<file path="config.mk">
export PLATFORM = sky130hd
export DESIGN_NAME = pll_reset_seq_flat
export DESIGN_NICKNAME = d
export VERILOG_FILES = /design/src/rtl/pll_reset_seq_if.sv /design/src/rtl/pll_reset_seq.sv /design/src/flat_wrapper.sv
export SDC_FILE = /design/constraint.sdc
export NUM_CORES = 1
export LEC_CHECK = 0
export ABC_AREA = 1
export BUFFER_PORTS_ARGS = -buffer_cell sky130_fd_sc_hd__buf_2
export CAP_MARGIN = 40
export CORE_ASPECT_RATIO = 1.2
export CORE_MARGIN = 3
export CORE_UTILIZATION = 31
export DETAILED_ROUTE_END_ITERATION = 10
export SYNTH_ARGS = -nofsm -noshare
export SYNTH_HDL_FRONTEND = slang
export SYNTH_SLANG_ARGS = --single-unit
</file>
<file path="constraint.sdc">
create_clock -name clk -period 1.4 [get_ports clk]
set_input_delay 0.14 -clock clk [delete_from_list [all_inputs] [get_ports clk]]
set_output_delay 0.14 -clock clk [all_outputs]
set_load 0.02 [all_outputs]
</file>
<file path="src/rtl/pll_reset_seq_if.sv">
// pll_reset_seq_if: lock input and reset/status outputs of the PLL reset sequencer.
//   locked        : PLL lock flag (asynchronous to the sequencer clock)
//   rst_out       : active-high stage resets, one bit per stage
//   ready         : high once every stage is released
//   lock_loss_cnt : saturating lock-loss count (only with PLL_RESET_SEQ_LOSS_CNT_EN)
// The master modport is the sequencer side and the slave modport is the consumer/PLL side.
interface pll_reset_seq_if #(
    parameter int unsigned NUM_STAGES = 3
);
    logic                  locked;
    logic [NUM_STAGES-1:0] rst_out;
    logic                  ready;
`ifdef PLL_RESET_SEQ_LOSS_CNT_EN
    logic [7:0]            lock_loss_cnt;

    modport master (input locked, output rst_out, output ready, output lock_loss_cnt);
    modport slave  (output locked, input rst_out, input ready, input lock_loss_cnt);
`else
    modport master (input locked, output rst_out, output ready);
    modport slave  (output locked, input rst_out, input ready);
`endif
endinterface

</file>
<file path="src/rtl/pll_reset_seq.sv">
// pll_reset_seq: multi-stage reset sequencer downstream of the PLL.
// It synchronizes the PLL lock flag and holds all stage resets until lock has
// been stable for LOCK_CYCLES. It then releases the stages in index order,
// STAGE_GAP cycles apart. Lock lost for GLITCH_MAX cycles in RUN, or any lock
// drop during RELEASE, re-asserts every stage.
// Ports:
//   clk   : PLL output clock
//   reset : synchronous, active-high
//   bus   : pll_reset_seq_if.master (locked in, rst_out/ready out)
// Optional feature: define PLL_RESET_SEQ_LOSS_CNT_EN to build the 8-bit
// saturating lock_loss_cnt output.
module pll_reset_seq #(
    parameter int unsigned LOCK_CYCLES = 1024,
    parameter int unsigned NUM_STAGES  = 3,
    parameter int unsigned STAGE_GAP   = 16,
    parameter int unsigned GLITCH_MAX  = 4
) (
    input  logic            clk,
    input  logic            reset,
    pll_reset_seq_if.master bus
);
    localparam int unsigned SETTLE_W = $clog2(LOCK_CYCLES + 1);
    localparam int unsigned IDX_W    = $clog2(NUM_STAGES + 1);
    localparam int unsigned GAP_W    = 8;
    localparam int unsigned GLITCH_W = 4;

    typedef enum logic [1:0] {
        WAIT_LOCK = 2'd0,
        SETTLE    = 2'd1,
        RELEASE   = 2'd2,
        RUN       = 2'd3
    } state_t;

    state_t                state_q;
    logic                  s1_q;
    logic                  s2_q;
    logic [SETTLE_W-1:0]   settle_cnt_q;
    logic [GAP_W-1:0]      gap_cnt_q;
    logic [IDX_W-1:0]      stage_idx_q;
    logic [GLITCH_W-1:0]   glitch_cnt_q;
    logic [NUM_STAGES-1:0] rst_out_q;
    logic                  ready_q;
    logic                  locked_s;
    logic [NUM_STAGES-1:0] stage_bit_c;

    assign locked_s = s2_q;

    // One-hot mask for the stage that the next gap expiry releases.
    always_comb begin
        stage_bit_c = '0;
        for (int i = 0; i < int'(NUM_STAGES); i++) begin
            if (IDX_W'(i) == stage_idx_q) begin
                stage_bit_c[i] = 1'b1;
            end
        end
    end

    // Lock synchronizer, sequencing FSM and registered outputs.
    always_ff @(posedge clk) begin
        if (reset) begin
            s1_q         <= 1'b0;
            s2_q         <= 1'b0;
            state_q      <= WAIT_LOCK;
            settle_cnt_q <= '0;
            gap_cnt_q    <= '0;
            stage_idx_q  <= '0;
            glitch_cnt_q <= '0;
            rst_out_q    <= '1;
            ready_q      <= 1'b0;
        end else begin
            s1_q <= bus.locked;
            s2_q <= s1_q;
            case (state_q)
                WAIT_LOCK: begin
                    if (locked_s) begin
                        state_q      <= SETTLE;
                        settle_cnt_q <= '0;
                    end
                end
                SETTLE: begin
                    if (!locked_s) begin
                        // Any low sample restarts the whole stability wait.
                        state_q      <= WAIT_LOCK;
                        settle_cnt_q <= '0;
                    end else if (settle_cnt_q == SETTLE_W'(LOCK_CYCLES - 1)) begin
                        rst_out_q[0] <= 1'b0;
                        gap_cnt_q    <= '0;
                        stage_idx_q  <= IDX_W'(1);
                        if (NUM_STAGES == 1) begin
                            state_q      <= RUN;
                            ready_q      <= 1'b1;
                            glitch_cnt_q <= '0;
                        end else begin
                            state_q <= RELEASE;
                        end
                    end else begin
                        settle_cnt_q <= settle_cnt_q + SETTLE_W'(1);
                    end
                end
                RELEASE: begin
                    if (!locked_s) begin
                        // No debounce while stages are coming out of reset.
                        state_q   <= WAIT_LOCK;
                        rst_out_q <= '1;
                        ready_q   <= 1'b0;
                    end else if (gap_cnt_q == GAP_W'(STAGE_GAP - 1)) begin
                        rst_out_q   <= rst_out_q & ~stage_bit_c;
                        stage_idx_q <= stage_idx_q + IDX_W'(1);
                        gap_cnt_q   <= '0;
                        if (stage_idx_q == IDX_W'(NUM_STAGES - 1)) begin
                            state_q      <= RUN;
                            ready_q      <= 1'b1;
                            glitch_cnt_q <= '0;
                        end
                    end else begin
                        gap_cnt_q <= gap_cnt_q + GAP_W'(1);
                    end
                end
                RUN: begin
                    if (locked_s) begin
                        glitch_cnt_q <= '0;
                    end else if (glitch_cnt_q == GLITCH_W'(GLITCH_MAX - 1)) begin
                        state_q      <= WAIT_LOCK;
                        rst_out_q    <= '1;
                        ready_q      <= 1'b0;
                        glitch_cnt_q <= '0;
                    end else begin
                        glitch_cnt_q <= glitch_cnt_q + GLITCH_W'(1);
                    end
                end
                default: begin
                    state_q   <= WAIT_LOCK;
                    rst_out_q <= '1;
                    ready_q   <= 1'b0;
                end
            endcase
        end
    end

    assign bus.rst_out = rst_out_q;
    assign bus.ready   = ready_q;

`ifdef PLL_RESET_SEQ_LOSS_CNT_EN
    logic       loss_c;
    logic [7:0] loss_cnt_q;
    logic [7:0] loss_cnt_d;

    // A loss is a lock drop in RELEASE, or the debounce expiring in RUN.
    always_comb begin
        loss_c     = 1'b0;
        loss_cnt_d = loss_cnt_q;
        if (!locked_s) begin
            if (state_q == RELEASE) begin
                loss_c = 1'b1;
            end else if (state_q == RUN && glitch_cnt_q == GLITCH_W'(GLITCH_MAX - 1)) begin
                loss_c = 1'b1;
            end
        end
        if (loss_c && loss_cnt_q != 8'hFF) begin
            loss_cnt_d = loss_cnt_q + 8'd1;
        end
    end

    // Reset takes priority over a simultaneous loss event.
    always_ff @(posedge clk) begin
        if (reset) begin
            loss_cnt_q <= '0;
        end else begin
            loss_cnt_q <= loss_cnt_d;
        end
    end

    assign bus.lock_loss_cnt = loss_cnt_q;
`endif
endmodule

</file>
<file path="src/flat_wrapper.sv">
// flat-port wrapper written by rule: the top's interface ports become plain ports
module pll_reset_seq_flat 
#(
    parameter int unsigned LOCK_CYCLES = 1024,
    parameter int unsigned NUM_STAGES  = 3,
    parameter int unsigned STAGE_GAP   = 16,
    parameter int unsigned GLITCH_MAX  = 4
)
  (clk, reset, bus_locked, bus_rst_out, bus_ready);
  pll_reset_seq_if #(.NUM_STAGES(NUM_STAGES)) bus_i ();
  input  logic clk;
  input  logic reset;
  input wire logic [$bits(bus_i.locked)-1:0] bus_locked;
  output wire logic [$bits(bus_i.rst_out)-1:0] bus_rst_out;
  output wire logic [$bits(bus_i.ready)-1:0] bus_ready;
  assign bus_i.locked = bus_locked;
  assign bus_rst_out = bus_i.rst_out;
  assign bus_ready = bus_i.ready;
  pll_reset_seq #(.LOCK_CYCLES(LOCK_CYCLES), .NUM_STAGES(NUM_STAGES), .STAGE_GAP(STAGE_GAP), .GLITCH_MAX(GLITCH_MAX)) u_core (.clk(clk), .reset(reset), .bus(bus_i));
endmodule
</file>
==> reports/results.ini <==
[run_status]
status=finished with violations
violations=setup timing

[power_and_ir_drop]
pwr-share-clk_pct=22.7
intPower_mw=1.93
leakagePower_nw=1.07
p_sw_share_pct=38.0
power_mw=3.11
power_density_nw_per_um2=1200
seqPwrFrac_pct=36.4
p_switching_mw=1.18
power_frac_comb_pct=41.0
irDropWorstVdd_uv=682

[place]
io_buffers=6
dpl-instance-area_um2=2260
dp.cells=389
hpwl_um=3060
dpl_worst_slack_ps=-93.6
place_congestion=0.789

[global_route]
grt_overflow_total=0
grt_usage_pct=12.6
grt_pass1_wl_um=7100
grt_pass1_vias=1678
antenna_found_initial=0
grt_max_degree=17

[clock_network]
clockBufferDepth=2
cts_buffers=5
path_clk_slew_ps=70
tritoncts=yes
clkLatencyLatePin_ps=290
h-tree-depth=2
cts-root-buf=clkbuf_8
cts_hold_buf=0
clock-sinks=33

[timing]
rsz0062_at_grt=true
hold_violations=0
fmaxAchievable_mhz=696
period_needed_ps=1440
fin_ws_ps=-36.7
setup_viol=5
post-route-period-util_pct=103
final_max_slew_viol_count=0
worstMarginPinSlew_ps=446
slew_headroom_pct=70.2
whs_ps=53.3
setup_tns_ps=-78.6
skew_ps=5.84

[setup_path]
worstRegToRegCells=9
reg2reg_from=u_core.gap_cnt_q[1]$_SDFFE_PP0P_
cp-end-kind=flop
rrSetupSlack_ps=-40
worstPathArrival_ps=1620
r2r_end=u_core.gap_cnt_q[4]$_SDFFE_PP0P_
startpoint=u_core.gap_cnt_q[1]$_SDFFE_PP0P_
crit_type=reg -> reg
cp-endpoint=u_core.gap_cnt_q[4]$_SDFFE_PP0P_
cp_max_fo=5
crit_required_ps=1580
startpoint_type=flop

[die]
die_w_um=76.9
die_area_um2=7000
rows=30
num_io_pins=7
core-area_um2=5740
fp.dieH_um=91.1
start_util_pct=32.5

[synth]
yosysWarnings=0
syn_area_um2=1870
synth_cells=272
synth_cell_type_count=25
synth_area_leaders=dfxtp_1 (35%), nand2_1 (12%), inv_1 (7.2%)
yosysSeqAreaShare_pct=35.3
synth-seq-cells=33
yosys.area.top_type_share_pct=35.3
syn_area_per_cell_um2=6.87
synth_top_cell_by_area=dfxtp_1
syn-num-nets=281

[route]
vias=1848
wire_per_inst_um=10.8
drc=0
drt_first_iter_violations=43
first_pass_iters=4
ant_nets=0
vias_per_cell=4.61
wirelength_um=4330

[finish]
stdcell_count=401
n_antenna_cell=0
syn_to_final_growth_pct=38.4
layout-drive-gt1-share_pct=36.8
fin_area_um2=2590
fin_util_pct=45.0
fin_nets=329

[run]
drv_cap=0

[min_path]
min_path_type=in -> reg

-- sequential cells by signal (all words and copies together) (netlist names) --
signal	cells
u_core.settle_cnt_q	11
u_core.bus.ready	1
u_core.glitch_cnt_q	4
u_core.bus.rst_out	3
u_core.stage_idx_q	2
u_core.s1_q	1
u_core.state_q	2
u_core.locked_s	1
u_core.gap_cnt_q	8
-- cell usage in the layout, fill, tap and decap left out, drive strengths merged, types with 2 or more instances in the layout --
cell,Yosys,routed
nand4,8,8
o21ai,14,14
or2,2,2
ha,6,6
xor2,3,3
inv,38,37
buf,1,45
nor3,5,5
nand3,27,27
nor2,42,42
clkbuf,3,8
dfxtp,33,33
nand2,64,64
a21oi,23,23
-- metal layers --
metal	GRT usage, %	up-vias	part of all wire, %
met5	0	-	0
met4	6.34	0	2.2
met3	3.27	6	2.5
met2	21.7	24	51
met1	14.2	842	45
li1	-	976	-
-- worst min-delay path by stage --
stage          depth (start not counted)        from                      to  slack, ps
5_1_grt                                3  bus_locked  u_core.s1_q$_SDFF_PP0_         60
4_1_cts                                3  bus_locked  u_core.s1_q$_SDFF_PP0_         50
3_5_place_dp                           3  bus_locked  u_core.s1_q$_SDFF_PP0_        350
3_3_place_gp                           3  bus_locked  u_core.s1_q$_SDFF_PP0_        340
2_1_floorplan                          2  bus_locked  u_core.s1_q$_SDFF_PP0_        250
6_report                               3  bus_locked  u_core.s1_q$_SDFF_PP0_         50
-- cell families after synthesis --
| kind of cell | share of synthesized area (%) |
|---|---|
| AND/OR/NAND/NOR | 38.4 |
| buffers and inverters | 9.44 |
| AO/OA/AOI/OAI | 11.4 |
| flip-flops | 35.3 |
| adder cells (fa/ha/maj) | 4.02 |
| XOR/XNOR | 1.41 |
-- what timing repair did --
action                     CTS  global route
setup buffers                1             4
gates cloned                 0             0
setup endpoints to repair   17            29
resized for setup           13            55
pin swaps                    3            15
-- power by group through the flow --
stage	sequential (mW)	combinational, mW	clock, mW
after global routing	1.14	1.41	0.764
after detailed placement	1.13	1.11	0
after floorplan	1.18	0.653	0
after CTS	1.12	1.17	0.734
after global placement	1.14	1.10	0
final	1.13	1.27	0.704
-- worst max-delay path, cell delays in order, from the launching register on --
cell and delay [ps]:
dfxtp_2 360, ha_4 150, nand2_2 80, nor2_4 120, nand3_4 100, nand2_4 90
buf_4 150, nor2_1 40, o21ai_0 170, a21oi_1 60
-- Yosys cell counts --
cell type  instances
nand2_1           59
inv_1             36
nor2_1            36
dfxtp_1           33
nand3_1           26
a21oi_1           23
o21ai_0           13
nand4_1            8
ha_1               6
nor2_4             6
nor3_1             5
nand2_4            4
xor2_1             3
clkbuf_1           2
or2_2              2
a21boi_0           1
a21o_2             1
buf_4              1
clkbuf_8           1
inv_2              1
inv_6              1
nand2_2            1
nand3_4            1
nand3b_1           1
o21ai_4            1
-- cell type report --
class | count | area (um^2)
tap | 80 | 100
clock buffer | 8 | 80.1
fill | 567 | 3160
inverter | 38 | 158
multi-input combinational | 197 | 1240
timing repair buffer | 45 | 334
sequential | 33 | 672
No activity file was read; power rests on OpenSTA's default activity.
